--- src/rtl/rate_divided_counter.sv ---
// 4-bit up-counter advanced by a selectable-rate divider (every clock, or 1x/2x/4x TICK_BASE).
// Optional macro RATE_COUNTER_HEX_EN adds a registered active-low 7-segment output hex0.
module rate_divided_counter #(
    parameter int TICK_BASE = 50000000,
    parameter int DIV_W     = 28
) (
    input  logic       clock,
    input  logic       resetn,
    input  logic       enable,
    input  logic [1:0] speed,
    input  logic       load,
    input  logic [3:0] load_value,
    output logic [3:0] count,
    output logic       tick,
`ifdef RATE_COUNTER_HEX_EN
    output logic [6:0] hex0,
`endif
    output logic       wrap
);

    localparam logic [DIV_W-1:0] P1_M1 = DIV_W'(TICK_BASE - 1);
    localparam logic [DIV_W-1:0] P2_M1 = DIV_W'(2 * TICK_BASE - 1);
    localparam logic [DIV_W-1:0] P4_M1 = DIV_W'(4 * TICK_BASE - 1);

    logic [3:0]       count_reg, count_next;
    logic [DIV_W-1:0] div_reg, div_next;
    logic             tick_reg, tick_next;
    logic             wrap_reg, wrap_next;
    logic [DIV_W-1:0] period_m1;
    logic             terminal;

    always_comb begin
        period_m1 = '0;
        case (speed)
            2'b00:   period_m1 = '0;
            2'b01:   period_m1 = P1_M1;
            2'b10:   period_m1 = P2_M1;
            default: period_m1 = P4_M1;
        endcase
    end

    // >= rather than == so a switch to a shorter period fires immediately.
    assign terminal = (div_reg >= period_m1);

    always_comb begin
        count_next = count_reg;
        div_next   = div_reg;
        tick_next  = 1'b0;
        wrap_next  = 1'b0;
        if (load) begin
            count_next = load_value;
            div_next   = '0;
        end else if (enable) begin
            if (terminal) begin
                div_next   = '0;
                count_next = count_reg + 4'd1;
                tick_next  = 1'b1;
                wrap_next  = (count_reg == 4'hF);
            end else begin
                div_next = div_reg + DIV_W'(1);
            end
        end
    end

    always_ff @(posedge clock or negedge resetn) begin
        if (!resetn) begin
            count_reg <= '0;
            div_reg   <= '0;
            tick_reg  <= 1'b0;
            wrap_reg  <= 1'b0;
        end else begin
            count_reg <= count_next;
            div_reg   <= div_next;
            tick_reg  <= tick_next;
            wrap_reg  <= wrap_next;
        end
    end

    assign count = count_reg;
    assign tick  = tick_reg;
    assign wrap  = wrap_reg;

`ifdef RATE_COUNTER_HEX_EN
    function automatic logic [6:0] hex_seg(input logic [3:0] v);
        logic [6:0] s;
        s = 7'b1111111;
        case (v)
            4'h0: s = 7'b1000000;
            4'h1: s = 7'b1111001;
            4'h2: s = 7'b0100100;
            4'h3: s = 7'b0110000;
            4'h4: s = 7'b0011001;
            4'h5: s = 7'b0010010;
            4'h6: s = 7'b0000010;
            4'h7: s = 7'b1111000;
            4'h8: s = 7'b0000000;
            4'h9: s = 7'b0010000;
            4'hA: s = 7'b0001000;
            4'hB: s = 7'b0000011;
            4'hC: s = 7'b1000110;
            4'hD: s = 7'b0100001;
            4'hE: s = 7'b0000110;
            default: s = 7'b0001110;
        endcase
        return s;
    endfunction

    // Decoded from count_next so the glyph changes on the same edge as count.
    logic [6:0] hex_reg;
    always_ff @(posedge clock or negedge resetn) begin
        if (!resetn) hex_reg <= 7'b1000000;
        else         hex_reg <= hex_seg(count_next);
    end
    assign hex0 = hex_reg;
`endif

endmodule

--- config.mk ---
export PLATFORM = sky130hd
export DESIGN_NAME = rate_divided_counter
export DESIGN_NICKNAME = d
export VERILOG_FILES = /design/src/rtl/rate_divided_counter.sv
export SDC_FILE = /design/constraint.sdc
export NUM_CORES = 1
export LEC_CHECK = 0
export ABC_AREA = 1
export CAP_MARGIN = 20
export CORE_ASPECT_RATIO = 0.8
export CORE_MARGIN = 2
export CORE_UTILIZATION = 50
export DETAILED_ROUTE_END_ITERATION = 6
export PLACE_DENSITY = 0.69
export SYNTH_ARGS = -nofsm -noshare
export SYNTH_HDL_FRONTEND = slang
export SYNTH_SLANG_ARGS = --single-unit
--- constraint.sdc ---
create_clock -name clock -period 2.6 [get_ports clock]
set_input_delay 0.52 -clock clock [delete_from_list [all_inputs] [get_ports clock]]
set_output_delay 0.52 -clock clock [all_outputs]
set_load 0.02 [all_outputs]
==> flow_metrics.tcl <==
set metrics [dict create \
    synth-seq-area-share 0.301 \
    yosysTopAreaCell "dfrtp_1" \
    setup_viol 0 \
    synth_common_cells "120 x nand2_1, 42 x nor2_1, 34 x dfrtp_1, 32 x nand3_1, 30 x inv_1" \
    grtUsageTotal 0.237 \
    clock_sinks 34 \
    hold_buffers 0 \
    final_nets 464 \
    grt_pass1_wl_um 11600 \
    p_comb_frac 0.192 \
    dieArea_um2 6280 \
    drtIter0Drc 139 \
    yosys_warnings 0 \
    dr.pass1.iters 4 \
    p_per_area_nw_per_um2 351 \
    antenna_found_initial 0 \
    dpl.hpwl_um 5160 \
    clock_latency_ps 280 \
    drv_cap 0 \
    finalCritPeriodShare 0.942 \
    p_leak_nw 1.59 \
    layout-drive-gt1-share 0.216 \
    grt_max_degree 35 \
    cts-root-buf "clkbuf_8" \
    port_buffers 15 \
    worstSetupEndpointType "register" \
    synthFlopType "dfrtp_1" \
    cts_tree "yes" \
    largest_reg_flops 28 \
    peakVddDrop_mv 0.310 \
    ys_async_sr_fraction 1.00 \
    cp.required_ps 2780 \
    grt_util_met2 0.351 \
    remaining_drc_errors 0 \
    hold_slack_ps 552 \
    drv_slew 0 \
    final_antenna_net_count 0 \
    rsz0062_at_grt "false" \
    synthToLayoutAreaGrowth_pct 20.4 \
    rows 24 \
    arrival_ps 2630 \
    synth_edf_count 0 \
    worstPathCellList "dlygate4sd2_1, buf_4, ha_1, inv_2, ha_1, nand3_1, and2_1, o21ai_1, a21oi_2, nand2_2, nor2_4, nand3_4, bufbuf_16, nand3_1, nand2_1" \
    totalWireLength_um 6930 \
    power_frac_seq 0.464 \
    die_w_um 88.1 \
    slew_headroom 0.693 \
    synth_nets 431 \
    synth.distinct_cells 31 \
    outcome "finished clean" \
    grt_overflow 0 \
    sw_frac_of_total 0.285 \
    syn_inst 402 \
    coreArea_um2 5470 \
    fin_skew_ps 8.18 \
    path_class "input pin to register" \
    cp_slowest_stage_delay_ps 310 \
    vias_per_cell 5.21 \
    fin_ws_ps 150 \
    ys_top_cells_by_area "dfrtp_1 30%, nand2_1 16%, ha_1 8.4%" \
    grt_pass1_vias 2435 \
    cts.clk_slew.worst_paths_ps 70 \
    vias 2679 \
    io_pins 16 \
    hp-class "register to register" \
    placedCellCount 503 \
    ys_ff_latch 34 \
    die_y_um 71.3 \
    grt-busiest-layer "met1" \
    n_antenna_cell 0 \
    avgSynthCellArea_um2 7.04 \
    timing.final.hold_violations 0 \
    cp_slowest_cell "bufbuf_16" \
    finish.utilization 0.623 \
    cp-start-kind "input pin" \
    synth_area_um2 2830 \
    htreeDepth 2 \
    yosysMostFrequentCell "nand2_1" \
    max_freq_mhz 408 \
    worst_pin_slew_ps 461 \
    wl_per_cell_um 13.5 \
    clkPwrFrac 0.344 \
    use_met3 0.0323 \
    cp_max_fo 4 \
    final_cells 514 \
    p_sw_mw 0.341 \
    use_met1 0.371 \
    place_congestion 0.896 \
    synth_top_area_share 0.301 \
    clockBufferDepth 2 \
    place_ws_ps -393 \
    p_int_mw 0.856 \
    min_period_ps 2450 \
    cts_buffers 5 \
    finalSetupTns_ps 0 \
    start_util 0.518 \
]
[metal layers]
metal | part of all wire | vias to the layer above
met5 | 0 | -
met3 | 0.044 | 7
met2 | 0.43 | 73
li1 | - | 1353
met4 | 0.010 | 0
met1 | 0.52 | 1246
[worst max-delay path: cells and delay by family]
| kind | cells | cell delay, ps |
|---|---|---|
| AOI/OAI and AO/OA | 2 | 250 |
| adders and majority gates | 2 | 450 |
| buffers and inverters | 4 | 800 |
| and+or+nand+nor | 7 | 610 |
[through the flow]
stage / total power [mW] / instance area, µm²
4_1_cts: 1.20 / 3370
5_1_grt: 1.25 / 3410
3_5_place_dp: 0.769 / 3180
3_3_place_gp: 0.767 / 3180
6_report: 1.20 / 3410
2_1_floorplan: 0.682 / 2830
[layout by cell type, fill, tap and decap left out, types with 7 or more instances in the layout]
master           instances
a21oi_2                 21
buf_4                   17
clkdlybuf4s50_1         13
dfrtp_1                 34
ha_1                    17
inv_1                   29
inv_2                   17
nand2_1                117
nand2_2                  7
nand3_1                 30
nand4_1                 14
nor2_1                  39
xor2_1                  16
[timing repair]
| action | CTS | global route |
|---|---|---|
| endpoints found under the setup margin | 33 | 34 |
| cloned | 2 | 0 |
| resized for setup | 10 | 11 |
| buffers inserted | 1 | 0 |
| pin swaps | 1 | 2 |
[cell type report]
class,instances,area (µm²)
multi-input cells,309,1780
flip-flops and latches,34,851
repair buffers,38,403
fillers,516,2060
clock buffers,7,86.3
inverters,47,184
well taps,78,97.6
clock inverters,1,5.00
[cells by family after synthesis]
kind of cell,after synthesis,share of synthesized area
DFF,34,0.301
AOI/OAI and AO/OA,40,0.103
adders and majority gates,19,0.0840
buffers and inverters,59,0.0915
and+or+nand+nor,231,0.362
xor gates and xnor gates,19,0.0588
[power by group through the flow]
| stage | combinational [mW] | clock (mW) | sequential, mW |
|---|---|---|---|
| detailed placement | 0.204 | 0 | 0.565 |
| finish | 0.229 | 0.412 | 0.556 |
| global placement | 0.201 | 0 | 0.566 |
| CTS | 0.224 | 0.417 | 0.555 |
| floorplan | 0.109 | 0 | 0.573 |
| global route | 0.254 | 0.437 | 0.557 |
[final timing paths]
kind / start / end / slack, ps / cells past startpoint
max reg2reg: div_reg[27] / count[0] / 470 / 11
min: div_reg[0] / div_reg[0] / 550 / 2
max: speed[1] / count[0] / 150 / 15
min reg2reg: div_reg[0] / div_reg[0] / 550 / 2
min in group asynchronous: resetn / div_reg[11] / 650 / 2
max in group asynchronous: resetn / div_reg[19] / 1630 / 2
(Power assumes the default switching activity.)
